File: config.mk
export PLATFORM = sky130hd
export DESIGN_NAME = sync_fifo_flat
export DESIGN_NICKNAME = d
export VERILOG_FILES = /design/src/rtl/fifo_pkg.sv /design/src/rtl/sync_fifo_if.sv /design/src/rtl/fifo_mem.sv /design/src/rtl/sync_fifo.sv /design/src/flat_wrapper.sv
export SDC_FILE = /design/constraint.sdc
export NUM_CORES = 1
export LEC_CHECK = 0
export CAP_MARGIN = 20
export CORE_MARGIN = 4
export CORE_UTILIZATION = 45
export CTS_CLUSTER_DIAMETER = 80
export CTS_CLUSTER_SIZE = 14
export DETAILED_ROUTE_END_ITERATION = 10
export PLACE_DENSITY = 0.63
export SYNTH_ARGS = -nofsm -noshare
export SYNTH_HDL_FRONTEND = slang
export SYNTH_SLANG_ARGS = --single-unit
export TNS_END_PERCENT = 100
File: constraint.sdc
create_clock -name clk -period 2.4 [get_ports clk]
set_input_delay 0.72 -clock clk [delete_from_list [all_inputs] [get_ports clk]]
set_output_delay 0.72 -clock clk [all_outputs]
set_load 0.005 [all_outputs]
File: src/rtl/fifo_pkg.sv
// Shared FIFO definitions: default geometry, the data word type and the
// operation kind used by the driver and monitor side of the FIFO bus.
package fifo_pkg;

    localparam int DATA_W_DEF = 8;
    localparam int DEPTH_DEF  = 16;

    typedef logic [DATA_W_DEF-1:0] fifo_data_t;

    // One bus operation per cycle, as issued by a driver or seen by a monitor.
    typedef enum logic [1:0] {
        OP_IDLE  = 2'd0,
        OP_WR    = 2'd1,
        OP_RD    = 2'd2,
        OP_WR_RD = 2'd3
    } fifo_op_e;

    // Map an operation kind onto the wr/rd request pair {wr, rd}.
    function automatic logic [1:0] op_to_req(input fifo_op_e op);
        logic [1:0] req;
        case (op)
            OP_IDLE:  req = 2'b00;
            OP_WR:    req = 2'b10;
            OP_RD:    req = 2'b01;
            OP_WR_RD: req = 2'b11;
            default:  req = 2'b00;
        endcase
        return req;
    endfunction

endpackage

File: src/rtl/sync_fifo_if.sv
// FIFO bus: request/data from the driver side, read data and status from the
// FIFO side.
//   master : drives wr, rd, data_in; observes data_out and status.
//   slave  : the FIFO itself; drives data_out, full, empty, count,
//            overflow, underflow.
interface sync_fifo_if #(
    parameter int DATA_W = 8,
    parameter int DEPTH  = 16
);
    logic                     wr;
    logic                     rd;
    logic [DATA_W-1:0]        data_in;
    logic [DATA_W-1:0]        data_out;
    logic                     full;
    logic                     empty;
    logic [$clog2(DEPTH):0]   count;
    logic                     overflow;
    logic                     underflow;

    modport master (
        output wr, rd, data_in,
        input  data_out, full, empty, count, overflow, underflow
    );

    modport slave (
        input  wr, rd, data_in,
        output data_out, full, empty, count, overflow, underflow
    );
endinterface

File: src/rtl/fifo_mem.sv
// FIFO storage array with one synchronous write port and one registered read
// port. A read and a write to the same address in one cycle return the old
// content. Storage is not reset; only the read register is.
//   clk, rst : clock, asynchronous active-high reset (read register only)
//   we/waddr/wdata : write port
//   re/raddr/rdata : registered read port, rdata holds when re is low
module fifo_mem #(
    parameter int DATA_W = 8,
    parameter int DEPTH  = 16
) (
    input  logic                      clk,
    input  logic                      rst,
    input  logic                      we,
    input  logic [$clog2(DEPTH)-1:0]  waddr,
    input  logic [DATA_W-1:0]         wdata,
    input  logic                      re,
    input  logic [$clog2(DEPTH)-1:0]  raddr,
    output logic [DATA_W-1:0]         rdata
);
    logic [DATA_W-1:0] mem_r [DEPTH];
    logic [DATA_W-1:0] rdata_r;

    // Storage write; non-blocking update gives read-old-data on collision.
    always_ff @(posedge clk) begin
        if (we) begin
            mem_r[waddr] <= wdata;
        end
    end

    // Registered read data, cleared by reset and held when no read occurs.
    always_ff @(posedge clk or posedge rst) begin
        if (rst) begin
            rdata_r <= '0;
        end else if (re) begin
            rdata_r <= mem_r[raddr];
        end
    end

    assign rdata = rdata_r;
endmodule

File: src/rtl/sync_fifo.sv
// Single-clock FIFO responding to the FIFO bus. Pointers carry an extra wrap
// bit so full and empty are distinguished without a separate flag. All
// status outputs and read data are registered.
//   clk : clock, all state updates on posedge
//   rst : asynchronous active-high reset
//   bus : sync_fifo_if slave (wr, rd, data_in, data_out, full, empty, count,
//         overflow, underflow)
module sync_fifo
    import fifo_pkg::*;
#(
    parameter int DATA_W = DATA_W_DEF,
    parameter int DEPTH  = DEPTH_DEF
) (
    input  logic        clk,
    input  logic        rst,
    sync_fifo_if.slave  bus
);
    localparam int AW    = $clog2(DEPTH);
    localparam int PW    = AW + 1;
    localparam int CNT_W = $clog2(DEPTH) + 1;

    logic [PW-1:0]     wr_ptr_r, rd_ptr_r, wr_ptr_nxt_s, rd_ptr_nxt_s;
    logic [CNT_W-1:0]  count_r, count_nxt_s;
    logic              full_r, empty_r, overflow_r, underflow_r;
    logic              full_nxt_s, empty_nxt_s, rd_acc_s, wr_acc_s;
    logic [DATA_W-1:0] rd_data_s;

    // Accept decisions and next pointer/count/flag values from registered state.
    always_comb begin
        rd_acc_s = bus.rd && !empty_r;
        // A read in the same cycle frees the slot, so a full FIFO still accepts.
        wr_acc_s = bus.wr && (!full_r || rd_acc_s);

        if (wr_acc_s) begin
            wr_ptr_nxt_s = wr_ptr_r + PW'(1);
        end else begin
            wr_ptr_nxt_s = wr_ptr_r;
        end

        if (rd_acc_s) begin
            rd_ptr_nxt_s = rd_ptr_r + PW'(1);
        end else begin
            rd_ptr_nxt_s = rd_ptr_r;
        end

        case ({wr_acc_s, rd_acc_s})
            2'b10:   count_nxt_s = count_r + CNT_W'(1);
            2'b01:   count_nxt_s = count_r - CNT_W'(1);
            default: count_nxt_s = count_r;
        endcase

        empty_nxt_s = (wr_ptr_nxt_s == rd_ptr_nxt_s);
        full_nxt_s  = (wr_ptr_nxt_s[AW-1:0] == rd_ptr_nxt_s[AW-1:0]) &&
                      (wr_ptr_nxt_s[AW] != rd_ptr_nxt_s[AW]);
    end

    // Pointer, occupancy, flag and error-pulse registers.
    always_ff @(posedge clk or posedge rst) begin
        if (rst) begin
            wr_ptr_r    <= '0;
            rd_ptr_r    <= '0;
            count_r     <= '0;
            full_r      <= 1'b0;
            empty_r     <= 1'b1;
            overflow_r  <= 1'b0;
            underflow_r <= 1'b0;
        end else begin
            wr_ptr_r    <= wr_ptr_nxt_s;
            rd_ptr_r    <= rd_ptr_nxt_s;
            count_r     <= count_nxt_s;
            full_r      <= full_nxt_s;
            empty_r     <= empty_nxt_s;
            overflow_r  <= bus.wr && !wr_acc_s;
            underflow_r <= bus.rd && empty_r;
        end
    end

    fifo_mem #(
        .DATA_W (DATA_W),
        .DEPTH  (DEPTH)
    ) u_mem (
        .clk   (clk),
        .rst   (rst),
        .we    (wr_acc_s),
        .waddr (wr_ptr_r[AW-1:0]),
        .wdata (bus.data_in),
        .re    (rd_acc_s),
        .raddr (rd_ptr_r[AW-1:0]),
        .rdata (rd_data_s)
    );

    assign bus.data_out  = rd_data_s;
    assign bus.full      = full_r;
    assign bus.empty     = empty_r;
    assign bus.count     = count_r;
    assign bus.overflow  = overflow_r;
    assign bus.underflow = underflow_r;
endmodule
File: src/flat_wrapper.sv
// flat-port wrapper written by rule: the top's interface ports become plain ports
module sync_fifo_flat import fifo_pkg::*;
#(
    parameter int DATA_W = DATA_W_DEF,
    parameter int DEPTH  = DEPTH_DEF
)
  (clk, rst, bus_wr, bus_rd, bus_data_in, bus_data_out, bus_full, bus_empty, bus_count, bus_overflow, bus_underflow);
  sync_fifo_if #(.DATA_W(DATA_W), .DEPTH(DEPTH)) bus_i ();
  input  logic clk;
  input  logic rst;
  input wire logic [$bits(bus_i.wr)-1:0] bus_wr;
  input wire logic [$bits(bus_i.rd)-1:0] bus_rd;
  input wire logic [$bits(bus_i.data_in)-1:0] bus_data_in;
  output wire logic [$bits(bus_i.data_out)-1:0] bus_data_out;
  output wire logic [$bits(bus_i.full)-1:0] bus_full;
  output wire logic [$bits(bus_i.empty)-1:0] bus_empty;
  output wire logic [$bits(bus_i.count)-1:0] bus_count;
  output wire logic [$bits(bus_i.overflow)-1:0] bus_overflow;
  output wire logic [$bits(bus_i.underflow)-1:0] bus_underflow;
  assign bus_i.wr = bus_wr;
  assign bus_i.rd = bus_rd;
  assign bus_i.data_in = bus_data_in;
  assign bus_data_out = bus_i.data_out;
  assign bus_full = bus_i.full;
  assign bus_empty = bus_i.empty;
  assign bus_count = bus_i.count;
  assign bus_overflow = bus_i.overflow;
  assign bus_underflow = bus_i.underflow;
  sync_fifo #(.DATA_W(DATA_W), .DEPTH(DEPTH)) u_core (.clk(clk), .rst(rst), .bus(bus_i));
endmodule
* Yosys cells after proc, flatten, opt, wreduce, memory -nomap -nowiden *
Memory sizes are Yosys's and may differ from the RTL's. A register that Yosys moved wholly into a read port is not among the register bits.
Cells that the tools add are included.

operators by class
  add/sub/neg operators = 4
  equality and inequality tests = 5
  mux-type cells = 5
  reductions and logical operators = 10

operator list
  operator               count
  $add A5 B1 Y5 const B  3
  $mux W5                2
  $pmux W5 S2            1
  $eq A5 B5 Y1           1
  $logic_and A1 B1 Y1    5
  $sub A5 B1 Y5 const B  1
  $eq A4 B4 Y1           1
  $logic_not A1 Y1       3
  $eq A2 B1 Y1 const B   1
  $eq A2 B2 Y1 const B   1
  $mux W1                2
  $reduce_bool A2 Y1     1
  $logic_or A1 B1 Y1     1
  $ne A1 B1 Y1           1

storage, ports and cells
  register bits after elaboration = 19
  bits in writable memories = 128
  input bits = 12
  output and inout port bits = 17
  word-level logic and storage cells = 32
  memories kept = 1

memories
  memory              words  bits a word  rd ports  clocked after memory_dff  wr ports  RTL line        text
  u_core.u_mem.mem_r  16     8            1         1                         1         fifo_mem.sv:20  logic [DATA_W-1:0] mem_r [DEPTH];

* Depth between registers and ports, before layout *
  depth after elaboration = 7
  gate-level depth with buffers = 13
  mapped depth without buffers = 11

* Cells and area by module *
A second synthesis with hierarchy kept.

second synthesis, totals
  cell total of the unflattened synthesis = 342
  area, all modules = 6411.1 µm²

modules (own cells, without submodules)
  module     instances  cells an instance  area an instance (µm²)  sequential area each (µm²)
  fifo_mem   1          241                5335.1                  4043.9
  sync_fifo  1          101                1076.0                  476.7

* Least setup slack after synthesis *
No wires, ideal clock.

  path kind = input-to-reg
  from = input bus_wr
  to = register u_core.count_r[4] (netlist: u_core.bus.count[4])
  setup time = 79 ps
  arrival time = 2882 ps
  data required time = 2321 ps
  setup slack = -561 ps
  stages = 12
  buffers on the path = 2
  cell sequence = clkbuf_1 a21boi_0 inv_1 ha_1 clkbuf_1 xor2_1 ha_1 o21a_1 o21ai_0 a2bb2oi_1 nor2_1 xor2_1

on the way
  word-level cells in the longest chain between the ends = 3
  elaborated cells on any way between the ends = 5
  those cells by class = eq/ne: 2; mux: 1; reduce/logical: 2

ends and longest elaborated chain
  element                                                   RTL line            text
  start, declared                                           flat_wrapper.sv:11  input wire logic [$bits(bus_i.wr)-1:0] bus_wr;
  $logic_and A1 B1 Y1 (*)                                   sync_fifo.sv:32     wr_acc_s = bus.wr && (!full_r || rd_acc_s);
  $eq A2 B1 Y1 / $eq A2 B2 Y1 (equally long branches)       sync_fifo.sv:46     case ({wr_acc_s, rd_acc_s})
  $pmux W5 S2 / $reduce_bool A2 Y1 (equally long branches)  n/a
  end signal, assigned                                      sync_fifo.sv:70     count_r <= count_nxt_s;
  end, declared                                             sync_fifo.sv:23     logic [CNT_W-1:0] count_r, count_nxt_s;

Mark *: on every way between the ends. The rest lies on a longest branch, timed or not.
A chain may end at the register's enable or synchronous reset.

* Final worst setup path *
Same ends and word-level chain as after synthesis.

==> key figures <==
Status
  – Status: finished clean

Synth
  – Post-Synth XOR/XNOR Area: 0.0299
  – Post-synthesis mux area share: 0.128
  – Gate Count Post-Synth: 386
  – Yosys top cell area share: 0.597
  – Post-Synth Simple-Gate Area: 0.0548
  – Most used DFF post-synth: edfxtp_1
  – #FFs+latches synth: 155
  – Synth Area per Inst: 16.7 um^2
  – Yosys warns: 0
  – Share of the yosys chip area belonging to registers: 0.703
  – Yosys cell types: 42
  – Largest cells by area after synthesis: edfxtp_1, dfrtp_1, mux2i_1, mux4_2, mux4_1
  – Top cell type by total area after synthesis: edfxtp_1
  – Post-synthesis compound-gate area fraction: 0.0420
  – Largest family of logic cells by synthesized area: multiplexers
  – Mapped cell area: 6430 um^2
  – Post-synth EDFFs: 128
  – Share of synthesized registers carrying an async set or reset: 0.174
  – Most common cell in the netlist: edfxtp_1
  – Post-Synth Adder-Cell Area: 0.0175
  – Synth cell count leaders: edfxtp_1, mux2i_1, dfrtp_1, nand2_1, nand3_1
  – Syn nets: 407

Global route
  – Vias in the first global route: 3607
  – Largest net degree at the start of global routing: 38
  – GRT Total Usage: 0.166
  – Initial antenna violation count: 0
  – Grt total ovfl: 0
  – First-pass GRT wire length: 19900 um

Timing
  – Crit share post-route: 0.967
  – Slew headroom: 0.529
  – RSZ-0062 raised after global routing: no
  – Hold Vio Cnt, Final: 0
  – Worst Tran Pin Value: 0.704 ns
  – Setup violations, final: 0
  – Peak Freq: 431 MHz
  – Min Tclk post-route: 2.32 ns
  – Clock Skew: 0.00423 ns
  – Final Max Slew Viols: 0

Layout
  – Total Nets Final: 472
  – Layout cells sized above 1: 0.211
  – Final instance area: 7740 um^2
  – Ant. Diodes: 0
  – Fin cells: 644
  – Area delta synth->final: 20.2%
  – Fill cell count: 1068

Power and ir drop
  – Maximum VDD drop: 0.610 mV
  – Total design power: 9430 uW
  – Static leakage: 0.00284 uW
  – PD cells: 1220 nW/um^2

Setup path
  – Critical path launch point type: primary input
  – CP endpoint kind: register
  – Crit path max fanout: 4
  – R2R depth: 11
  – Reg2Reg Setup Slack: 0.33 ns
  – Worst EP arrival: 2.65 ns
  – CP required: 2.73 ns
  – Critical path class: primary input to register

Detailed routing
  – # DRC: 0
  – Final WL: 12700 um
  – Routed WL per cell: 19.7 um
  – Final ANT Viol Nets: 0
  – Pre-antenna DRT Iters: 4
  – Via count: 3396
  – 1st-iter DRT viols: 227
  – Vias/cell: 5.27

Floorplan
  – Die Wd: 128 um
  – Die ar.: 16300 um^2
  – I/O pins: 29
  – Initial Util: 0.462
  – Num rows: 43
  – Chip Height: 128 um
  – Core Area: 13900 um^2

Placement
  – Placer Congestion: 0.783
  – Cells after DPL: 612
  – Port bufs: 28
  – Post-place instance area: 7150 um^2
  – Hpwl dp: 8340 um

Clock tree
  – CTS tree: yes
  – TritonCTS Buffers: 17
  – H-Tree Depth: 4
  – CTS Sinks: 155
  – Clk slew on worst S/H paths: 0.06 ns
  – Setup bufs post-CTS: 0
  – Worst skew pair latency: 0.40 ns
  – Max Root-Sink Buffers: 2
  – CTS hold repair buffers: 0
  – Clock root buffer: clkbuf_16

Hold path
  – Worst hold path depth: 1
  – Worst hold path type: register to register

Flow run
  – Max Cap Violations: 0
==> through the flow <==
step | hold slack, ns | setup TNS, ns | setup slack [ns] | util
after floorplan | 0.462 | -0.0485 | -0.0485 | -
after global placement | 0.457 | -7.18 | -0.381 | 0.513
after detailed placement | 0.469 | -9.45 | -0.437 | 0.513
after CTS | 0.477 | 0 | 0.0147 | 0.554
after global routing | 0.488 | 0 | 0.000980 | 0.555
final | 0.466 | 0 | 0.0802 | 0.555
==> worst paths after layout <==
kind / from / end
setup / recovery: bus_wr / u_core.bus.count[4]
hold / removal: u_core.bus.count[4] / u_core.bus.count[4]
setup reg to reg: u_core.bus.empty / u_core.bus.count[4]
hold reg to reg: u_core.bus.count[4] / u_core.bus.count[4]
max in group asynchronous: rst / u_core.bus.empty
min in group asynchronous: rst / u_core.bus.count[4]
==> worst max-delay path: stages <==
cell and delay (ns):
clkdlybuf4s50_1 0.50, a21boi_4 0.20, inv_2 0.07, ha_4 0.17, xor2_1 0.16, ha_2 0.20, o21a_1 0.18, o21ai_2 0.12
a2bb2oi_2 0.07, nor2_1 0.11, xor2_1 0.15
==> placed cells by master, fill, tap and decap left out, drive strengths merged, types with 2 or more instances in the layout <==
| cell type | instances |
|---|---|
| nor3 | 6 |
| a22oi | 17 |
| dfrtp | 26 |
| bufinv | 2 |
| ha | 9 |
| clkbuf | 19 |
| xor2 | 11 |
| clkinv | 8 |
| edfxtp | 128 |
| nand4 | 4 |
| inv | 9 |
| mux2i | 34 |
| a21oi | 4 |
| clkdlybuf4s50 | 27 |
| and2 | 2 |
| nor2b | 3 |
| o21ai | 11 |
| mux2 | 9 |
| nand2 | 16 |
| o22ai | 2 |
| buf | 38 |
| mux4 | 16 |
| clkinvlp | 3 |
| nand3 | 16 |
| nor2 | 14 |
| nand2b | 6 |
| xnor2 | 11 |
==> layer usage <==
| layer | up-vias | wire length, um | global-route usage |
|---|---|---|---|
| li1 | 1607 | - | - |
| met1 | 1721 | 5620 | 0.214 |
| met2 | 63 | 6570 | 0.284 |
| met3 | 5 | 425 | 0.0406 |
| met4 | 0 | 104 | 0.0449 |
| met5 | - | 0 | 0 |
==> final cells by class <==
type / instances / area, um^2 / area share
well taps: 180 / 225 / 0.0291
clock inverters: 13 / 128 / 0.0165
inverters: 9 / 33.8 / 0.00437
clock buffers: 19 / 433 / 0.0560
flip-flops and latches: 155 / 4520 / 0.584
repair buffers: 66 / 593 / 0.0766
multi-input cells: 202 / 1800 / 0.233
==> kinds of logic after synthesis <==
logic type | count (synthesis)
flip-flops | 155
adder cells (fa/ha/maj) | 9
buffers and inverters | 29
AO/OA/AOI/OAI | 40
AND/OR/NAND/NOR | 72
XOR/XNOR | 22
multiplexers | 59
==> sequential cells by signal, summed over array words and instances, names as in the netlist <==
register              flops
u_core.u_mem.mem_r      128
u_core.bus.overflow       1
u_core.bus.full           1
u_core.u_mem.rdata        8
u_core.bus.underflow      1
u_core.bus.count          5
u_core.bus.empty          1
u_core.rd_ptr_r           5
u_core.wr_ptr_r           5
==> timing repair <==
action | CTS | global route
gates cloned | 0 | 0
endpoints found under the setup margin | 1 | 2
pin swaps | 0 | 1
gates resized for setup | 1 | 4
==> where the power goes <==
group / switching (uW) / internal (uW)
Sequential: 368 / 3380
Combinational: 1570 / 1610
Clock: 988 / 1520
(Power assumes the default switching activity.)
